--- src/rtl/mdp_pkg.sv ---
// Types and constants shared by the MDP solver blocks: grid sizing, location
// and policy codes, and the result streamer FSM states.
package mdp_pkg;

  localparam int MAX_CELLS = 32;
  localparam int UTIL_W    = 16;

  localparam logic [1:0] LOC_EMPTY = 2'b00;
  localparam logic [1:0] LOC_POS   = 2'b01;
  localparam logic [1:0] LOC_NEG   = 2'b10;
  localparam logic [1:0] LOC_WALL  = 2'b11;

  localparam logic [1:0] POL_UP    = 2'b00;
  localparam logic [1:0] POL_RIGHT = 2'b01;
  localparam logic [1:0] POL_DOWN  = 2'b10;
  localparam logic [1:0] POL_LEFT  = 2'b11;

  typedef enum logic [2:0] {
    ST_IDLE   = 3'b001,
    ST_STREAM = 3'b010,
    ST_ACK    = 3'b100
  } stream_state_t;

endpackage

--- src/rtl/mdp_next_cell.sv ---
// Priority search for the lowest streamable cell index >= base and < n_cells.
// With MDP_SKIP_WALL_EN defined, wall cells are never streamable.
module mdp_next_cell #(
  parameter int N  = mdp_pkg::MAX_CELLS,
  parameter int IW = $clog2(N)
) (
  input  logic [IW:0]    base,
  input  logic [IW:0]    n_cells,
  input  logic [2*N-1:0] world,
  output logic [IW-1:0]  next_idx,
  output logic           none
);
  import mdp_pkg::*;

  logic [N-1:0] hit;

  always_comb begin
    for (int i = 0; i < N; i++) begin
      hit[i] = ((IW+1)'(i) >= base) && ((IW+1)'(i) < n_cells);
`ifdef MDP_SKIP_WALL_EN
      if (world[2*i +: 2] == LOC_WALL) hit[i] = 1'b0;
`endif
    end
  end

`ifndef MDP_SKIP_WALL_EN
  logic unused_world;
  assign unused_world = ^world;
`endif

  // Scan downward so the lowest matching index is the one left standing.
  always_comb begin
    none     = 1'b1;
    next_idx = '0;
    for (int i = N - 1; i >= 0; i--) begin
      if (hit[i]) begin
        none     = 1'b0;
        next_idx = IW'(i);
      end
    end
  end

endmodule

--- src/rtl/mdp_result_streamer.sv ---
// Snapshots MD_state_machine results on mdp_done and streams one cell per beat,
// then acknowledges. Optional macro MDP_SKIP_WALL_EN drops wall cells from the stream.
module mdp_result_streamer #(
  parameter int MAX_CELLS = mdp_pkg::MAX_CELLS,
  parameter int UTIL_W    = mdp_pkg::UTIL_W
) (
  input  logic                          clk,
  input  logic                          Reset,
  input  logic                          mdp_done,
  input  logic [MAX_CELLS*UTIL_W-1:0]   cur_util,
  input  logic [2*MAX_CELLS-1:0]        policy,
  input  logic [2*MAX_CELLS-1:0]        in_world,
  input  logic [7:0]                    in_width,
  input  logic [7:0]                    in_depth,
  output logic                          ack,
  output logic                          out_valid,
  input  logic                          out_ready,
  output logic [$clog2(MAX_CELLS)-1:0]  out_index,
  output logic [UTIL_W-1:0]             out_util,
  output logic [1:0]                    out_policy,
  output logic                          out_last,
  output logic                          busy,
  output mdp_pkg::stream_state_t        dbg_state
);
  import mdp_pkg::*;

  localparam int IW = $clog2(MAX_CELLS);

  // Handshake: a beat moves on a rising edge where out_valid and out_ready are
  // both high; until then index, payload and out_last hold steady. out_valid
  // never drops without a transfer except on Reset.

  stream_state_t                 state;
  logic [IW-1:0]                 idx;
  logic [IW:0]                   n_cells;
  logic [MAX_CELLS*UTIL_W-1:0]   snap_util;
  logic [2*MAX_CELLS-1:0]        snap_pol;
  logic [2*MAX_CELLS-1:0]        snap_world;

  logic [15:0]   area;
  logic [IW:0]   area_clamped;
  logic [IW:0]   after_idx;
  logic [IW-1:0] first_idx, next_idx;
  logic          first_none, next_none;

  assign area         = {8'd0, in_width} * {8'd0, in_depth};
  assign area_clamped = (area > 16'(MAX_CELLS)) ? (IW+1)'(MAX_CELLS) : area[IW:0];
  assign after_idx    = {1'b0, idx} + (IW+1)'(1);

  // First cell is searched on live inputs so the capture edge can start streaming.
  mdp_next_cell #(.N(MAX_CELLS), .IW(IW)) u_first (
    .base     ('0),
    .n_cells  (area_clamped),
    .world    (in_world),
    .next_idx (first_idx),
    .none     (first_none)
  );

  mdp_next_cell #(.N(MAX_CELLS), .IW(IW)) u_next (
    .base     (after_idx),
    .n_cells  (n_cells),
    .world    (snap_world),
    .next_idx (next_idx),
    .none     (next_none)
  );

  always_ff @(posedge clk) begin
    if (Reset) begin
      state      <= ST_IDLE;
      idx        <= '0;
      n_cells    <= '0;
      snap_util  <= '0;
      snap_pol   <= '0;
      snap_world <= '0;
      out_valid  <= 1'b0;
      ack        <= 1'b0;
    end else begin
      case (state)
        ST_IDLE: begin
          if (mdp_done) begin
            snap_util  <= cur_util;
            snap_pol   <= policy;
            snap_world <= in_world;
            n_cells    <= area_clamped;
            idx        <= first_idx;
            if (first_none) begin
              state <= ST_ACK;
              ack   <= 1'b1;
            end else begin
              state     <= ST_STREAM;
              out_valid <= 1'b1;
            end
          end
        end
        ST_STREAM: begin
          if (out_ready) begin
            if (next_none) begin
              state     <= ST_ACK;
              out_valid <= 1'b0;
              ack       <= 1'b1;
            end else begin
              idx <= next_idx;
            end
          end
        end
        ST_ACK: begin
          if (!mdp_done) begin
            state <= ST_IDLE;
            ack   <= 1'b0;
          end
        end
        default: begin
          state     <= ST_IDLE;
          out_valid <= 1'b0;
          ack       <= 1'b0;
        end
      endcase
    end
  end

  assign out_last   = out_valid & next_none;
  assign out_index  = out_valid ? idx : '0;
  assign out_util   = out_valid ? snap_util[idx*UTIL_W +: UTIL_W] : '0;
  assign out_policy = out_valid ? snap_pol[idx*2 +: 2] : 2'b00;
  assign busy       = (state != ST_IDLE);
  assign dbg_state  = state;

endmodule
--- config.mk ---
export PLATFORM = sky130hd
export DESIGN_NAME = mdp_result_streamer
export DESIGN_NICKNAME = d
export VERILOG_FILES = /design/src/rtl/mdp_pkg.sv /design/src/rtl/mdp_next_cell.sv /design/src/rtl/mdp_result_streamer.sv
export SDC_FILE = /design/constraint.sdc
export NUM_CORES = 2
export LEC_CHECK = 0
export ABC_AREA = 1
export CAP_MARGIN = 10
export CELL_PAD_IN_SITES_DETAIL_PLACEMENT = 0
export CELL_PAD_IN_SITES_GLOBAL_PLACEMENT = 1
export CORE_ASPECT_RATIO = 0.6
export CORE_MARGIN = 10
export CORE_UTILIZATION = 35
export DETAILED_ROUTE_END_ITERATION = 8
export GPL_TIMING_DRIVEN = 0
export PLACE_DENSITY_LB_ADDON = 0.1
export SETUP_SLACK_MARGIN = 0.15
export SLEW_MARGIN = 40
export SYNTH_ARGS = -nofsm -noshare
export SYNTH_HDL_FRONTEND = slang
export SYNTH_SLANG_ARGS = --single-unit
--- constraint.sdc ---
create_clock -name clk -period 6.6 [get_ports clk]
set_input_delay 0.99 -clock clk [delete_from_list [all_inputs] [get_ports clk]]
set_output_delay 0.99 -clock clk [all_outputs]
set_load 0.01 [all_outputs]
==> flow_summary_export.csv <==
group,metric,value,unit
cts,cts_tree,"built",
critical_path,crit_type,"reg -> out",
placement,pre_cts_slack,-0.4456,ns
global_route,grt_pass1_wl,230300,um
placement,dp_hpwl,133300,um
layout,fillers,8316,
yosys,synth.avg_cell_area,6.918,um2
critical_path,slowest_stage,"clkdlybuf4s50_1",
run_status,run_status,"completed",
yosys,ys_types,48,
drt,drc,0,
yosys,synth_area,0.02845,mm2
timing,rsz0062_at_grt,"no",
critical_path,arrival,5.32,ns
critical_path,crit_path_end_kind,"output port",
cts,cts_sinks,592,
cts,h-tree-depth,2,
cts,clock_latency,0.66,ns
critical_path,worstPathCellList,"clkinv_1, clkbuf_1, clkbuf_2, ha_1, nor2_1, inv_1, o221ai_1, nand2_1, nor3_2, nand2_2, nor2_1, clkdlybuf4s50_1",
pwr,power_density,455.3,mW/mm2
floorplanning,row_count,80,
yosys,ys_ff_latch,592,
critical_path,crit_top_cell,"nor2_1",
layout,layout_commonest_cell,"nor2_1",
drt,detail-route-antenna-nets,0,
timing,worst_slack,0.2942,ns
global_route,grt-ovfl-total,0,
cts,cts_made_buffers,56,
layout,drive_gt1_frac,0.04949,
timing,max_freq,0.1586,GHz
floorplanning,core,0.07998,mm2
pwr,finalPower,17.39,mW
drt,wire_per_inst,28.67,um
flow_run,max_cap_viol_count,0,
timing,finalSetupTns,0,ns
floorplanning,dieArea,0.09347,mm2
critical_path,critical-path-top-delay-family,"buffers and inverters",
critical_path,worst-path-buf-inv,5,
global_route,grt_usage,0.3419,
layout,mostFrequentLayoutCells,"nor2_1, o21ai_0, clkdlybuf4s50_1",
yosys,synth_edf_count,0,
layout,seq_area,0.01185,mm2
drt,via_count,32870,
drt,first_pass_iters,6,
timing,fin_skew,0.02838,ns
critical_path,cp.required,5.61,ns
timing,timing.final.hold_violations,0,
layout,area_growth,34.25,%
placement,place.gp.congestion,1.045,
cts,clk_pin_slew,0.08,ns
critical_path,worstPathMaxFanout,10,
layout,finalInstanceArea,0.03820,mm2
timing,setup_viol,0,
layout,nets,5517,
yosys,synthArstFlopShare,0,
hold_path,hp-class,"reg -> reg",
layout,fin_util,0.4776,
layout,multiInputGateArea,0.01470,mm2
yosys,syn-instance-count,4113,
timing,slew_violations,0,
drt,drt_iter0_drc,4339,
timing,worstMarginPinSlew,1.031,ns
floorplanning,die_y,240.9,um
drt,drt_wl_total,169300,um
yosys,ys_seq_area_frac,0.4165,
global_route,grt_max_degree,16,
floorplanning,initial_core_util,0.3558,
timing,fin_crit_sh,0.9554,
floorplanning,io_pins,690,
floorplanning,die_width,388.1,um
drt,via_per_inst,5.567,
cts,clk_path_buf_depth,3,
pwr,irDropWorstVdd,0.0002493,V
global_route,antenna_found_initial,15,
timing,relSlewSlack,0.3127,
yosys,synth_ff_type,"dfxtp_1",
yosys,synth.net_count,4848,
yosys,synth_warnings,0,
cts,cts_root_buf,"clkbuf_16",
placement,portBuffers,608,
placement,dpl-instance-area,0.03596,mm2
critical_path,setup.worst_path.start_class,"flip-flop",
critical_path,slowest_delay,0.56,ns
pwr,leakage,16.16,nW
global_route,first_global_vias,30540,
timing,timing.final.crit_period,6.306,ns
==> Yosys cell counts (7+ instances only) <==
cell type,n,share of area
ha_1,39,0.017
clkbuf_1,325,0.043
fa_1,36,0.025
o211ai_1,54,0.014
o21ai_0,884,0.16
nor3_1,14,0.0025
nand3_1,43,0.0076
inv_2,14,0.0018
dfxtp_1,592,0.42
o221ai_1,98,0.030
a21oi_1,64,0.011
o22ai_1,49,0.011
nand2_1,150,0.020
inv_1,155,0.020
o21ai_1,7,0.0012
o21a_1,19,0.0050
nor2_1,1499,0.20
==> cells by family (layout without fill, tap and decap cells) <==
| family | Yosys count | after routing | share of synthesized area |
|---|---|---|---|
| buffers and inverters | 507 | 1223 | 0.06750 |
| other | 0 | 9 | 0 |
| flip-flops | 592 | 592 | 0.4165 |
| AND/OR/NAND/NOR | 1734 | 1734 | 0.2357 |
| AO/OA/AOI/OAI | 1195 | 1195 | 0.2347 |
| adder cells (fa/ha/maj) | 75 | 75 | 0.04248 |
| XOR/XNOR | 10 | 10 | 0.003078 |
==> cell type report <==
type                            instances  share of cell area
Timing Repair Buffer                  611              0.1600
Antenna cell                            9           0.0005896
Tap cell                             1066             0.03492
Clock inverter                         29             0.01323
Inverter                              171             0.01680
Multi-Input combinational cell       3014              0.3848
Buffer                                336             0.03652
Clock buffer                           76             0.04285
Sequential cell                       592              0.3103
==> state kept, by name, indices dropped and copies added (netlist names) <==
name	count
snap_util	512
snap_pol	64
n_cells	6
idx	5
dbg_state	3
ack	1
out_valid	1
==> routing by layer <==
metal / GRT usage / up-vias / share of wire
li1: - / 14950 / -
met4: 0.08606 / 11 / 0.027
met2: 0.4816 / 1968 / 0.40
met3: 0.1301 / 257 / 0.13
met1: 0.4807 / 15690 / 0.45
met5: 0.02644 / - / 0.0022
==> report_power, final <==
part | switching (mW) | leakage, nW | internal (mW)
sequential | 0.970 | 4.89 | 4.85
clock | 1.58 | 1.04 | 2.25
combinational | 5.52 | 10.2 | 2.22
==> path summary, 6_finish.rpt <==
kind,endpoint,cells after the start,slack [ns],from
setup / recovery,out_last,12,0.29,idx[1]
hold / removal,ack,2,0.49,ack
setup reg to reg,idx[0],39,1.37,idx[1]
hold reg to reg,ack,2,0.49,ack
==> worst reg2reg max path, delay by kind of cell, from the launching register on <==
kind            cells  cell delay [ns]
compound gates      1             0.21
fa+ha+maj           1             0.31
buf+inv             4             1.52
flops               1             0.51
simple gates       33             2.57
==> stage by stage <==
step | cells | hold WS, ns
after detailed placement | 5788 | 0.4846
after global placement | 5787 | 0.4694
after global routing | 5901 | 0.5189
after CTS | 5893 | 0.5016
after floorplan | 4113 | 0.4701
final | 5904 | 0.4900
==> timing repair <==
action | in CTS | in global routing
resized for setup | 0 | 32
setup buffers | 0 | 1
endpoints found under the setup margin | 0 | 5
hold buffers | 0 | 0
Note: power is estimated with default switching activity, not from simulation.
